## config.mk

```make
export PLATFORM = sky130hd
export DESIGN_NAME = dmem_arbiter
export DESIGN_NICKNAME = d
export VERILOG_FILES = /design/src/rtl/dmem_pkg.sv /design/src/rtl/dmem_load_ext.sv /design/src/rtl/dmem_arbiter.sv
export SDC_FILE = /design/constraint.sdc
export NUM_CORES = 1
export LEC_CHECK = 0
export CAP_MARGIN = 20
export CORE_MARGIN = 4
export CORE_UTILIZATION = 41
export CTS_BUF_LIST = sky130_fd_sc_hd__clkbuf_4 sky130_fd_sc_hd__clkbuf_8 sky130_fd_sc_hd__clkbuf_16
export CTS_CLUSTER_SIZE = 10
export DETAILED_ROUTE_END_ITERATION = 7
export GPL_TIMING_DRIVEN = 0
export PLACE_DENSITY = 0.88
export SLEW_MARGIN = 40
export SYNTH_ARGS = -nofsm -noshare
export SYNTH_HDL_FRONTEND = slang
export SYNTH_SLANG_ARGS = --single-unit
```

## constraint.sdc

```tcl
create_clock -name clk -period 4.3 [get_ports clk]
set_input_delay 0.86 -clock clk [delete_from_list [all_inputs] [get_ports clk]]
set_output_delay 0.86 -clock clk [all_outputs]
set_load 0.03 [all_outputs]
```

## src/rtl/dmem_pkg.sv

```systemverilog
// Shared types, size encodings and default memory window for the data-memory arbiter.
package dmem_pkg;

  typedef enum logic [1:0] {
    ST_IDLE   = 2'd0,
    ST_ACCESS = 2'd1,
    ST_RESP   = 2'd2
  } state_t;

  localparam logic [1:0]  SZ_BYTE        = 2'd0;
  localparam logic [1:0]  SZ_HALF        = 2'd1;
  localparam logic [1:0]  SZ_WORD        = 2'd2;
  localparam logic [1:0]  SZ_ILLEGAL     = 2'd3;
  localparam logic [31:0] DEF_START_ADDR = 32'h0100_0000;
  localparam int unsigned DEF_MEM_BYTES  = 32'd1428;

  function automatic logic [2:0] size_bytes(input logic [1:0] size);
    case (size)
      SZ_BYTE: return 3'd1;
      SZ_HALF: return 3'd2;
      SZ_WORD: return 3'd4;
      default: return 3'd0;
    endcase
  endfunction

  function automatic logic misaligned(input logic [1:0] size, input logic [1:0] addr_lo);
    case (size)
      SZ_HALF: return addr_lo[0];
      SZ_WORD: return (addr_lo != 2'd0);
      default: return 1'b0;
    endcase
  endfunction

endpackage

```

## src/rtl/dmem_load_ext.sv

```systemverilog
// Load data extension: selects byte/half/word from the LSB-aligned memory word and
// sign- or zero-extends it; misaligned or illegal sizes yield zero.
module dmem_load_ext
  import dmem_pkg::*;
(
  input  logic [31:0] i_word,
  input  logic [1:0]  i_size,
  input  logic        i_unsigned,
  input  logic [1:0]  i_addr_lo,
  output logic [31:0] o_data
);

  // Extend according to size and signedness.
  always_comb begin
    o_data = 32'd0;
    case (i_size)
      SZ_BYTE: begin
        if (i_unsigned) o_data = {24'd0, i_word[7:0]};
        else            o_data = {{24{i_word[7]}}, i_word[7:0]};
      end
      SZ_HALF: begin
        if (i_addr_lo[0])    o_data = 32'd0;
        else if (i_unsigned) o_data = {16'd0, i_word[15:0]};
        else                 o_data = {{16{i_word[15]}}, i_word[15:0]};
      end
      SZ_WORD: begin
        if (i_addr_lo == 2'd0) o_data = i_word;
        else                   o_data = 32'd0;
      end
      default: o_data = 32'd0;
    endcase
  end

endmodule

```

## src/rtl/dmem_arbiter.sv

```systemverilog
// Two-port data-memory arbiter: port 0 (pipeline) normally wins, port 1 (debug/loader)
// is forced through after STARVE_LIMIT consecutive losses; one request per 3 cycles.
module dmem_arbiter #(
  parameter logic [31:0] START_ADDR   = dmem_pkg::DEF_START_ADDR,
  parameter int unsigned MEM_BYTES    = dmem_pkg::DEF_MEM_BYTES,
  parameter int unsigned STARVE_LIMIT = 32'd4
) (
  input  logic        clk,
  input  logic        reset,
  input  logic        req0_valid,
  output logic        req0_ready,
  input  logic        req0_we,
  input  logic [1:0]  req0_size,
  input  logic        req0_unsigned,
  input  logic [31:0] req0_addr,
  input  logic [31:0] req0_wdata,
  input  logic        req1_valid,
  output logic        req1_ready,
  input  logic        req1_we,
  input  logic [1:0]  req1_size,
  input  logic        req1_unsigned,
  input  logic [31:0] req1_addr,
  input  logic [31:0] req1_wdata,
  output logic        resp0_valid,
  output logic [31:0] resp0_rdata,
  output logic        resp0_err,
  output logic        resp1_valid,
  output logic [31:0] resp1_rdata,
  output logic        resp1_err,
  output logic [31:0] mem_address,
  output logic        mem_read_write,
  output logic [1:0]  mem_access_size,
  output logic [31:0] mem_data_in,
  input  logic [31:0] mem_data_out
);
  import dmem_pkg::*;

  localparam int unsigned       LP_SW    = $clog2(STARVE_LIMIT + 32'd1);
  localparam logic [LP_SW-1:0]  LP_LIMIT = LP_SW'(STARVE_LIMIT);
  localparam logic [32:0]       LP_LO    = {1'b0, START_ADDR};
  localparam logic [32:0]       LP_END   = {1'b0, START_ADDR} + 33'(MEM_BYTES);

  state_t            r_state, w_next_state;
  logic [LP_SW-1:0]  r_starve;
  logic              r_port, r_we, r_uns;
  logic [1:0]        r_size;
  logic [31:0]       r_addr, r_wdata, r_rdata;
  logic              w_grant0, w_grant1, w_acc0, w_acc1, w_accept, w_idle, w_resp, w_err;
  logic [32:0]       w_end;
  logic [31:0]       w_ext;

  // Arbitration and handshake; nothing is accepted while reset is held.
  always_comb begin
    w_grant1   = req1_valid & (~req0_valid | (r_starve == LP_LIMIT));
    w_grant0   = req0_valid & ~w_grant1;
    w_idle     = (r_state == ST_IDLE) & ~reset;
    req0_ready = w_idle & w_grant0;
    req1_ready = w_idle & w_grant1;
    w_acc0     = req0_valid & req0_ready;
    w_acc1     = req1_valid & req1_ready;
    w_accept   = w_acc0 | w_acc1;
  end

  // Error classification from the latched request.
  always_comb begin
    w_end = {1'b0, r_addr} + {30'd0, size_bytes(r_size)};
    w_err = (r_size == SZ_ILLEGAL) | misaligned(r_size, r_addr[1:0]) |
            ({1'b0, r_addr} < LP_LO) | (w_end > LP_END);
  end

  // Next-state logic.
  always_comb begin
    w_next_state = r_state;
    case (r_state)
      ST_IDLE: begin
        if (w_accept) w_next_state = ST_ACCESS;
        else          w_next_state = ST_IDLE;
      end
      ST_ACCESS: w_next_state = ST_RESP;
      ST_RESP:   w_next_state = ST_IDLE;
      default:   w_next_state = ST_IDLE;
    endcase
  end

  // State register.
  always_ff @(posedge clk) begin
    if (reset) r_state <= ST_IDLE;
    else       r_state <= w_next_state;
  end

  // Starvation counter: counts port-1 losses in IDLE, saturating, cleared on port-1 accept.
  always_ff @(posedge clk) begin
    if (reset) begin
      r_starve <= '0;
    end else if (w_acc1) begin
      r_starve <= '0;
    end else if (w_idle && req1_valid && (r_starve != LP_LIMIT)) begin
      r_starve <= r_starve + LP_SW'(1);
    end else begin
      r_starve <= r_starve;
    end
  end

  // Request latch on accept and load-data capture at the end of ACCESS.
  always_ff @(posedge clk) begin
    if (reset) begin
      r_port  <= 1'b0;
      r_we    <= 1'b0;
      r_uns   <= 1'b0;
      r_size  <= 2'd0;
      r_addr  <= 32'd0;
      r_wdata <= 32'd0;
      r_rdata <= 32'd0;
    end else if (w_accept) begin
      r_port  <= w_acc1;
      r_we    <= w_acc1 ? req1_we       : req0_we;
      r_uns   <= w_acc1 ? req1_unsigned : req0_unsigned;
      r_size  <= w_acc1 ? req1_size     : req0_size;
      r_addr  <= w_acc1 ? req1_addr     : req0_addr;
      r_wdata <= w_acc1 ? req1_wdata    : req0_wdata;
      r_rdata <= 32'd0;
    end else if (r_state == ST_ACCESS) begin
      r_rdata <= (~r_we & ~w_err) ? w_ext : 32'd0;
    end else begin
      r_rdata <= r_rdata;
    end
  end

  dmem_load_ext u_load_ext (
    .i_word     (mem_data_out),
    .i_size     (r_size),
    .i_unsigned (r_uns),
    .i_addr_lo  (r_addr[1:0]),
    .o_data     (w_ext)
  );

  // Memory side is not gated by reset so a store caught by reset in ACCESS still lands.
  always_comb begin
    if (r_state == ST_ACCESS) begin
      mem_address     = r_addr;
      mem_access_size = r_size;
      mem_data_in     = r_wdata;
      mem_read_write  = r_we & ~w_err;
    end else begin
      mem_address     = 32'd0;
      mem_access_size = 2'd0;
      mem_data_in     = 32'd0;
      mem_read_write  = 1'b0;
    end
  end

  // Response pulse on the accepted port only; data and error are zero outside the pulse.
  always_comb begin
    w_resp      = (r_state == ST_RESP) & ~reset;
    resp0_valid = w_resp & ~r_port;
    resp1_valid = w_resp & r_port;
    resp0_rdata = resp0_valid ? r_rdata : 32'd0;
    resp1_rdata = resp1_valid ? r_rdata : 32'd0;
    resp0_err   = resp0_valid & w_err;
    resp1_err   = resp1_valid & w_err;
  end

endmodule

```

-- Yosys cells after proc, flatten, opt, wreduce, memory -nomap -nowiden
Cells that the tools add are included.
- $lt $le $gt $ge: 2
- muxes and demuxes: 21
- bitwise gates (word level): 25
- reduce and logical (&&, ||, !) cells: 8
- add/subtract/negate cells: 2
- eq/ne operators: 7
- operators by type and width (operator ; number):
    $mux 32 ; 11
    $pmux 32 s3 ; 1
    $add 32x3->33 ; 1
    $gt 33x25->1 const B ; 1
    $lt 32x25->1 const B ; 1
    $and 1x1->1 ; 14
    $pmux 3 s3 ; 1
    $eq 2x2->1 const B ; 3
    $logic_not 2->1 ; 3
    $not 1->1 ; 6
    $or 1x1->1 ; 5
    $eq 2x1->1 const B ; 2
    $mux 1 ; 4
    $mux 2 ; 2
    $pmux 2 s2 ; 1
    $reduce_or 2->1 ; 2
    $add 3x1->3 const B ; 1
    $eq 3x3->1 const B ; 1
    $ne 3x3->1 const B ; 1
    $logic_and 1x1->1 ; 2
    $pmux 1 s2 ; 1
    $reduce_bool 2->1 ; 1
- flip-flop bits (word level): 106
- output and inout port bits: 137

-- Longest topological paths before layout
- word-level depth: 10
- depth in mapped cells: 13
- gate-level depth less buffers: 11

-- Hierarchy
A second synthesis with hierarchy kept.
- cells, all modules: 905
- area, all modules: 6633.9 µm²
- by module, submodules not included (module ; cells an instance ; sequential area each (µm²) ; area an instance (µm²) ; times used):
    dmem_arbiter ; 845 ; 2122.0 ; 6276.0 ; 1
    dmem_load_ext ; 60 ; 0.0 ; 357.8 ; 1

-- Worst setup path after synthesis
OpenSTA, ideal clock, no wires.
- kind: reg-to-output
- start point: register r_size[0]
- end point: output mem_read_write
- buffers on the path: 2
- slack: -81 ps
- data arrival time: 3521 ps
- cell stages (with the launch flop): 14
- cells stage by stage: dfxtp_1 inv_1 ha_1 ha_1 fa_1 nor2b_1 o2111a_1 buf_2 a211o_1 a22oi_1 and4_4 a31oi_4 buf_4 nor3_1
- word-level cells in the longest chain between the ends: 8
- ends and longest elaborated chain (what ; line ; text):
    from (decl) ; dmem_arbiter.sv:46 ; logic [1:0] r_size;
    from (signal assigned) ; dmem_arbiter.sv:118 ; r_size <= w_acc1 ? req1_size : req0_size;
    $eq 2x2->1 (tied with other cells) ; dmem_pkg.sv:18, dmem_pkg.sv:27 ;
    $pmux 3 s3 / $pmux 1 s2 (equally long branches) ; dmem_pkg.sv:18, dmem_pkg.sv:27 ;
    $add 32x3->33 / $or 1x1->1 (equally long branches) ; dmem_arbiter.sv:66, dmem_arbiter.sv:67 ;
    $gt 33x25->1 / $or 1x1->1 (equally long branches) ; dmem_arbiter.sv:68, dmem_arbiter.sv:67 ;
    $or 1x1->1 (*) ; dmem_arbiter.sv:68 ; ({1'b0, r_addr} < LP_LO) | (w_end > LP_END);
    $not 1->1 (*) ; dmem_arbiter.sv:143 ; mem_read_write = r_we & ~w_err;
    $and 1x1->1 (*) ; dmem_arbiter.sv:143 ;
    $mux 1 (*) ; dmem_arbiter.sv:139 ; if (r_state == ST_ACCESS) begin
    to (decl) ; dmem_arbiter.sv:31 ; output logic mem_read_write,
Mark *: on every way between the ends. The rest lies on a longest branch, timed or not.

-- Final worst setup path
- start point: register r_size[0]
- end point: output resp1_err
- word-level cells in the longest chain between the ends: 6
- ends and longest elaborated chain (what ; line ; text):
    $eq 2x2->1 (tied with other cells) ; dmem_pkg.sv:18, dmem_pkg.sv:27 ;
    $pmux 3 s3 / $pmux 1 s2 (equally long branches) ; dmem_pkg.sv:18, dmem_pkg.sv:27 ;
    $add 32x3->33 / $or 1x1->1 (equally long branches) ; dmem_arbiter.sv:66, dmem_arbiter.sv:67 ;
    $gt 33x25->1 / $or 1x1->1 (equally long branches) ; dmem_arbiter.sv:68, dmem_arbiter.sv:67 ;
    $or 1x1->1 (*) ; dmem_arbiter.sv:68 ;
    $and 1x1->1 (*) ; dmem_arbiter.sv:160 ; resp1_err = resp1_valid & w_err;
    to (decl) ; dmem_arbiter.sv:29 ; output logic resp1_err,
Marks and branches as above.

==> impl_metrics.tcl <==
set metrics [dict create \
    status "finished clean" \
    area_growth_pct 62.9 \
    final_cells 1398 \
    route.detailed.drc 0 \
    grt_util_all_layers_pct 25.7 \
    cpMaxStageDelayCell "or4_1" \
    root_buffer "clkbuf_16" \
    clk_pin_slew_ps 70 \
    hpwl_mm 18.0 \
    core_um2 14700 \
    gp_congestion 0.873 \
    wl_per_cell_um 16.7 \
    skew_ps 8.52 \
    wl_mm 23.3 \
    first_global_vias 7077 \
    ir_worst_vdd_v 0.000165 \
    path_delay_family "simple AND/OR/NAND/NOR gates" \
    maxSlewHeadroom_pct 51.7 \
    antenna_found_initial 0 \
    synthArstFlopShare_pct 0 \
    hp-class "flop to flop" \
    clockBufferDepth 2 \
    criticalPathCategory "flop to output port" \
    cp-start-kind "flop" \
    fmax_mhz 237 \
    drtIter0Drc 394 \
    drv_slew 0 \
    maxCapViolCount 0 \
    initial_core_util_pct 42.4 \
    die_x_um 131 \
    cts_sinks 106 \
    critPathArrivalTime_ps 3350 \
    grt_max_degree 17 \
    fin_nets 1392 \
    cts_tree "built" \
    crit_top_cell "ha_4" \
    path_cells "buf_12, ha_4, ha_4, a221oi_4, or4_1, buf_4, or3_1, o211a_1, and4_4, a31oi_4, o21a_1, clkbuf_4" \
    crit_fanout 10 \
    synth_area_per_cell_um2 7.11 \
    io_buffers 308 \
    tightest_slew_ps 719 \
    yosys_warnings 0 \
    cts.htree.levels 3 \
    cts-buffers-inserted 9 \
    die-area_um2 17200 \
    synth_area_um2 6230 \
    period_share_pct 97.9 \
    post-route-util_pct 69.1 \
    cp_data_required_time_ps 3440 \
    setup_violations 0 \
    synth_ff_type "dfxtp_1" \
    fp-row-count 44 \
    synth-seq-area-share_pct 34.0 \
    synth_cells 877 \
    antenna_cells 0 \
    synth_fp_nets 1060 \
    vias 7399 \
    clk_latency_ps 350 \
    layout-drive-gt1-share_pct 5.68 \
    grt_overflow_total 0 \
    drtPass1Iterations 5 \
    p_leak_nw 3.84 \
    synth_seq_cells 106 \
    yosysUniqueCellTypes 61 \
    viasPerCell 5.29 \
    synth_edf_count 0 \
    finalHoldViolCount 0 \
    end_kind "output port" \
    cp.buffers_inverters 3 \
    fin_crit_ps 4210 \
    dieHeight_um 131 \
    max_stage_delay_ps 410 \
    grt_pass1_wl_mm 36.4 \
    io_pins 309 \
    power.density_nw_per_um2 268 \
    dp_cells 1369 \
    ant_nets 0 \
]
## worst register-to-register path, stage by stage, from the launching register on
cell	delay [ps]
dfxtp_4	380
buf_12	130
ha_4	180
ha_4	290
a221oi_4	60
buf_4	150
nor4_4	280
buf_4	180
and4_1	240
mux2i_2	250
nand4_1	200
buf_4	190
buf_4	150
clkbuf_1	190
or3_1	400
o21ai_1	130
## worst paths after layout
check	endpoint	slack, ps	from	depth (start not counted)
min	r_rdata[28]$_SDFFE_PP0P_	450	r_rdata[28]$_SDFFE_PP0P_	2
min reg2reg	r_rdata[28]$_SDFFE_PP0P_	450	r_rdata[28]$_SDFFE_PP0P_	2
max	resp1_err	90	r_size[0]$_SDFFE_PP0P_	12
max reg2reg	r_rdata[17]$_SDFFE_PP0P_	840	r_size[0]$_SDFFE_PP0P_	15
## power breakdown
part / internal [mW] / total, mW / switching, mW / leakage [nW]
combinational: 0.361 / 0.740 / 0.379 / 2.82
sequential: 1.05 / 1.12 / 0.0696 / 0.870
clock: 0.481 / 0.858 / 0.377 / 0.150
## stage by stage
stage / setup WS (ps) / setup TNS, ps / hold WS (ps) / total power, mW / area [um^2]
final: 89.0 / 0 / 450 / 2.72 / 10200
after CTS: 17.4 / 0 / 452 / 2.70 / 10000
after floorplan: 169 / 0 / 429 / 1.49 / 6240
after global routing: -21.2 / -36.7 / 470 / 2.86 / 10200
after detailed placement: -626 / -1510 / 442 / 1.82 / 9560
after global placement: -580 / -1330 / 438 / 1.80 / 9550
## synthesized netlist by cell type (3+ instances only)
cell      instances  share of area [%]
a21o_1            3               0.36
a21oi_1          30                2.4
and2_1          129                 13
and3_1            9               0.90
and4_1            3               0.42
buf_1             4               0.24
buf_2             3               0.24
buf_4             3               0.36
clkbuf_1         56                3.4
dfxtp_1         106                 34
ha_1             10                2.0
inv_1            12               0.72
mux2i_1           5               0.80
nand2_1          50                3.0
nand2b_1          4               0.40
nand3_1          11               0.88
nand4_1          15                1.5
nor2_1          224                 13
nor2b_1           3               0.30
nor3_1           10               0.80
nor4_1           72                7.2
o21a_1            3               0.36
o21ai_0           5               0.40
o21ai_1          32                2.6
or3_1            26                2.6
or4_1             3               0.36
xnor2_1           7               0.98
## logic make-up after synthesis
| kind of cell | share of synthesized area (%) |
|---|---|
| xor+xnor | 1.63 |
| simple gates | 46.3 |
| mux | 0.803 |
| fa+ha+maj | 2.33 |
| compound gates | 9.92 |
| flops | 34.0 |
| buf+inv | 4.94 |
## cells in the final DEF (no fill, tap or decap), types with 4 or more instances in the layout
cell / count
and2_1: 129
inv_1: 10
a21oi_1: 30
clkbuf_4: 5
xnor2_1: 7
and3_1: 9
nor4_1: 70
clkdlybuf4s50_1: 305
nand2_1: 50
o21ai_0: 4
nor3_1: 9
clkbuf_16: 9
nand2b_1: 4
buf_4: 18
ha_4: 6
clkbuf_1: 54
nand4_1: 15
or3_1: 26
mux2i_1: 4
buf_1: 4
ha_1: 4
nor2_1: 224
o21ai_1: 33
dfxtp_1: 104
nand3_1: 10
## metal layers
layer | vias up | track usage, % | part of all wire (%)
met2 | 334 | 46.1 | 49
met1 | 3345 | 29.2 | 40
met5 | - | 0 | 0
met4 | 0 | 11.1 | 3.8
li1 | 3654 | - | -
met3 | 66 | 6.04 | 7.8
## area by class of cell
class / count / area [um^2]
inverters: 12 / 55.1
clock inverters: 4 / 51.3
repair buffers: 323 / 3200
multi-input cells: 693 / 3970
fillers: 1240 / 4550
clock buffers: 12 / 254
flip-flops and latches: 106 / 2130
plain buffers: 64 / 264
well taps: 184 / 230
## repair_timing
action / 4_1_cts / 5_1_grt
pin swaps: 8 / 11
buffers inserted: 7 / 8
setup endpoints to repair: 4 / 3
hold buffers: 0 / 0
gates resized for setup: 40 / 20
endpoints found under the hold margin: 0 / 0
## sequential cells by signal, summed over array words and instances (netlist names)
signal,count
r_size,2
r_starve,3
r_uns,1
r_state,2
r_port,1
r_wdata,32
r_we,1
r_rdata,32
r_addr,32
(Power assumes the default switching activity.)
